$ cat src/rtl/dmem_arbiter.sv
// dmem_arbiter: shares the single data-memory port between the CPU load/store path and a DMA master.
// Build option DMEM_ARB_STATS_EN adds saturating beat and stall statistics counters.
module dmem_arbiter #(
   parameter int ADDR_W       = 16,
   parameter int DATA_W       = 16,
   parameter int MAX_BURST    = 8,
   parameter int STARVE_LIMIT = 4
) (
   input  logic              clk,
   input  logic              reset,
   input  logic              cpu_req,
   input  logic              cpu_we,
   input  logic [ADDR_W-1:0] cpu_addr,
   input  logic [DATA_W-1:0] cpu_wdata,
   output logic [DATA_W-1:0] cpu_rdata,
   output logic              cpu_stall,
   input  logic              dma_req,
   input  logic              dma_we,
   input  logic [ADDR_W-1:0] dma_addr,
   input  logic [DATA_W-1:0] dma_wdata,
   input  logic              dma_last,
   output logic              dma_gnt,
   output logic [DATA_W-1:0] dma_rdata,
   output logic              dma_rvalid,
   output logic [ADDR_W-1:0] mem_addr,
   output logic [DATA_W-1:0] mem_wdata,
   output logic              mem_we,
   output logic              mem_re,
   input  logic [DATA_W-1:0] mem_rdata
`ifdef DMEM_ARB_STATS_EN
   ,
   output logic [15:0]       stat_dma_beats,
   output logic [15:0]       stat_cpu_stalls
`endif
);

   localparam int BW = $clog2(MAX_BURST + 1);
   localparam int SW = $clog2(STARVE_LIMIT + 1);
   localparam logic [BW-1:0] BURST_END  = BW'(MAX_BURST - 1);
   localparam logic [SW-1:0] STARVE_END = SW'(STARVE_LIMIT - 1);
   localparam logic [SW-1:0] STARVE_MAX = SW'(STARVE_LIMIT);

   typedef enum logic {
      CPU_OWN = 1'b0,
      DMA_OWN = 1'b1
   } state_t;

   state_t        state;
   logic [SW-1:0] starve_cnt;
   logic [BW-1:0] beat_cnt;

   logic dma_own;
   logic beat;
   logic read_beat;
   logic burst_done;
   logic grant_dma;

   assign dma_own    = (state == DMA_OWN);
   assign beat       = dma_own & dma_req;
   assign read_beat  = beat & ~dma_we;
   assign burst_done = beat & (dma_last | (beat_cnt == BURST_END));
   // CPU keeps the port unless it is idle or the DMA has waited long enough.
   assign grant_dma  = ~dma_own & dma_req & (~cpu_req | (starve_cnt == STARVE_END));

   assign dma_gnt   = dma_own;
   assign cpu_stall = dma_own & cpu_req;
   assign cpu_rdata = mem_rdata;

   always_comb begin
      // NOTE: every output gets a default first so no path can infer a latch.
      mem_addr  = cpu_addr;
      mem_wdata = cpu_wdata;
      mem_we    = cpu_req & cpu_we;
      mem_re    = cpu_req & ~cpu_we;
      if (dma_own) begin
         mem_addr  = dma_addr;
         mem_wdata = dma_wdata;
         mem_we    = dma_req & dma_we;
         mem_re    = dma_req & ~dma_we;
      end
   end

   // NOTE: sequential state uses non-blocking assignments so all registers update together at the edge.
   always_ff @(posedge clk or negedge reset) begin
      if (!reset) begin
         state      <= CPU_OWN;
         starve_cnt <= '0;
         beat_cnt   <= '0;
         dma_rdata  <= '0;
         dma_rvalid <= 1'b0;
      end else begin
         dma_rvalid <= read_beat;
         if (read_beat) dma_rdata <= mem_rdata;

         case (state)
            CPU_OWN: begin
               if (!dma_req)
                  starve_cnt <= '0;
               else if (cpu_req && starve_cnt != STARVE_MAX)
                  starve_cnt <= starve_cnt + SW'(1);
               if (grant_dma) state <= DMA_OWN;
            end
            DMA_OWN: begin
               if (beat) beat_cnt <= beat_cnt + BW'(1);
               // An idle master hands the port back immediately.
               if (burst_done || !dma_req) begin
                  state      <= CPU_OWN;
                  beat_cnt   <= '0;
                  starve_cnt <= '0;
               end
            end
            default: state <= CPU_OWN;
         endcase
      end
   end

`ifdef DMEM_ARB_STATS_EN
   always_ff @(posedge clk or negedge reset) begin
      if (!reset) begin
         stat_dma_beats  <= '0;
         stat_cpu_stalls <= '0;
      end else begin
         if (beat && stat_dma_beats != 16'hFFFF)
            stat_dma_beats <= stat_dma_beats + 16'd1;
         if (cpu_stall && stat_cpu_stalls != 16'hFFFF)
            stat_cpu_stalls <= stat_cpu_stalls + 16'd1;
      end
   end
`endif

endmodule

$ cat config.mk
export PLATFORM = sky130hd
export DESIGN_NAME = dmem_arbiter
export DESIGN_NICKNAME = d
export VERILOG_FILES = /design/src/rtl/dmem_arbiter.sv
export SDC_FILE = /design/constraint.sdc
export NUM_CORES = 1
export LEC_CHECK = 0
export CAP_MARGIN = 20
export CORE_MARGIN = 2
export CORE_UTILIZATION = 33
export DETAILED_ROUTE_END_ITERATION = 7
export GPL_TIMING_DRIVEN = 0
export PLACE_DENSITY = 0.87
export SLEW_MARGIN = 15
export SYNTH_ARGS = -nofsm -noshare
export SYNTH_HDL_FRONTEND = slang
export SYNTH_SLANG_ARGS = --single-unit
$ cat constraint.sdc
create_clock -name clk -period 1.8 [get_ports clk]
set_input_delay 0.27 -clock clk [delete_from_list [all_inputs] [get_ports clk]]
set_output_delay 0.27 -clock clk [all_outputs]
set_load 0.01 [all_outputs]
==> metrics.yaml <==
hold_viol_final: 0
drive_gt1_frac: 0.375
worstPathArrival_ns: 1.50
startpoint: "dma_gnt"
synth_area_um2: 1630
status: "finished clean"
first_pass_iters: 4
pin_count: 156
yosys.cell_types.count: 24
cts.path.max_buffers: 2
grt_start_max_net_pins: 15
grtUsageTotal: 0.185
ant_nets: 0
root_buffer: "clkbuf_8"
end_kind: "primary output"
critPathRequiredTime_ns: 1.53
cp-start-kind: "flop"
critical_path_class: "reg2out"
cts_sinks: 25
core-area_um2: 4750
vdd_drop_max_v: 0.000478
port_buffers: 155
dieArea_um2: 5530
yosys_warnings: 0
r2r-start: "dma_gnt"
cts_tree: "done"
final_core_util: 0.692
design_area_um2: 3290
multi_input_area_um2: 816
hpwl_um: 4410
drt_iter0_drc: 37
diodes: 0
rows: 25
rsz0062_at_grt: "true"
synth_ff_type: "dfrtp_1"
die_x_um: 74.3
clkPwrFrac: 0.156
layout_commonest_cell: "clkdlybuf4s50_1"
synth_edf_count: 0
fp.dieH_um: 74.3
power.leakage_nw: 1.49
layout_common_cells: "clkdlybuf4s50_1 (119), mux2_2 (40), dfrtp_1 (25)"
clk_pin_slew_ns: 0.09
cts_max_level: 1
max_freq_mhz: 565
synth.avg_cell_area_um2: 12.2
numCtsBuffers: 3
layout.nets: 391
syn_inst: 134
grt_pass1_wl_um: 7870
grt_pass1_vias: 1648
p_seq_frac: 0.354
fillCellCount: 397
area_growth_pct: 102
combPwrFrac: 0.490
period_minus_slack_ns: 1.77
place_area_um2: 3280
place.gp.congestion: 0.751
yosysSeqAreaShare: 0.383
synthArstFlopShare: 1.00
regArea_um2: 626
clkLatencyLatePin_ns: 0.27
maxCapViolCount: 0
tightest_slew_ns: 0.583
min_path_type: "in2async"
wl_um: 5410
pwr_density_cell_nw_per_um2: 643
via_per_inst: 4.49
grt-ovfl-total: 0
switchingPower_uw: 592
wl_per_cell_um: 14.8
ys_ff_latch: 25
vias: 1644
finalCritPeriodShare: 0.983
critPathMaxFanout: 9
drc: 0
relSlewSlack: 0.610
p_sw_frac: 0.280
setup_violations: 0
internal_power_mw: 1.52
syn_nets: 225
drv_slew: 0
clock_skew_ns: 0.00658
grt_antenna_before_repair: 0
initial_core_util: 0.343
## final cells by class
| cell class | instances | area share |
|---|---|---|
| Buffer | 21 | 0.0597 |
| Tap cell | 67 | 0.0255 |
| Inverter | 8 | 0.00913 |
| Clock inverter | 1 | 0.00152 |
| Clock buffer | 3 | 0.0125 |
| Multi-Input combinational cell | 79 | 0.248 |
| Timing Repair Buffer | 162 | 0.454 |
| Sequential cell | 25 | 0.190 |
## path summary, 6_finish.rpt
kind	cells after the start	slack, ns	end
hold reg to reg	1	0.51	dma_rdata[5]
hold / removal	1	0.37	dma_rdata[7]
max in group asynchronous	2	0.93	starve_cnt[0]
setup reg to reg	5	0.39	dma_rdata[8]
min in group clk	1	0.51	dma_rdata[5]
setup / recovery	5	0.03	mem_addr[14]
## stage by stage
| stage | hold WS, ns | instances | power, mW | setup WS (ns) | setup TNS, ns |
|---|---|---|---|---|---|
| 3_3_place_gp | 0.481 | 356 | 1.80 | -0.401 | -1.87 |
| 2_1_floorplan | -0.0256 | 134 | 1.17 | 0.414 | 0 |
| 4_1_cts | 0.374 | 366 | 2.14 | -0.0861 | -0.697 |
| 3_5_place_dp | 0.492 | 357 | 1.83 | -0.387 | -1.95 |
| 5_1_grt | 0.407 | 366 | 2.24 | -0.0459 | -0.114 |
| 6_report | 0.365 | 366 | 2.12 | 0.0305 | 0 |
## Yosys cell counts, types with 2 or more instances
library cell  count  share of area
nand3_1           3         0.0092
o31ai_1           2         0.0092
buf_4            18          0.083
o21ai_0           2         0.0061
o22ai_1           2         0.0077
mux2_4            8          0.074
ha_1              4          0.031
dfrtp_1          25           0.38
inv_1             8          0.018
nor2b_1           2         0.0077
mux2_2           40           0.28
nand2_1           3         0.0069
mux2i_1           3          0.018
nand3b_1          2         0.0092
buf_2             3         0.0092
## logic make-up after synthesis
group	count (synthesis)	share of synthesized area
adders and majority gates	4	0.0307
muxes	51	0.368
buffers and inverters	30	0.117
AOI/OAI and AO/OA	11	0.0490
and+or+nand+nor	13	0.0521
DFF	25	0.383
## power by group through the flow
stage	combinational, mW	clock [mW]	sequential [mW]
3_3_place_gp	1.04	0	0.751
4_1_cts	1.05	0.342	0.749
5_1_grt	1.11	0.367	0.765
3_5_place_dp	1.07	0	0.758
6_report	1.04	0.331	0.748
2_1_floorplan	0.366	0	0.803
## worst max-delay path: stages, from the launching register on
cell	delay [ns]
dfrtp_1	0.37
buf_6	0.15
buf_6	0.15
buf_4	0.12
mux2_2	0.33
buf_6	0.12
## per-layer routing
layer / wire (um) / share of wire / track usage / vias to the layer above
met3: 438 / 0.081 / 0.0379 / 8
met1: 2060 / 0.38 / 0.218 / 781
met5: 0 / 0 / 0 / -
met2: 2840 / 0.53 / 0.344 / 68
li1: - / - / - / 787
met4: 59 / 0.011 / 0.0476 / 0
## state kept, by name (all words and copies together) (netlist names)
register / cells
beat_cnt: 4
dma_gnt: 1
dma_rdata: 16
dma_rvalid: 1
starve_cnt: 3
## timing repair
item	CTS	global route
setup endpoints to repair	35	21
cloned	0	0
endpoints found under the hold margin	0	0
gates resized for setup	100	35
buffers inserted	5	1
hold buffers	0	0
(Power assumes the default switching activity.)
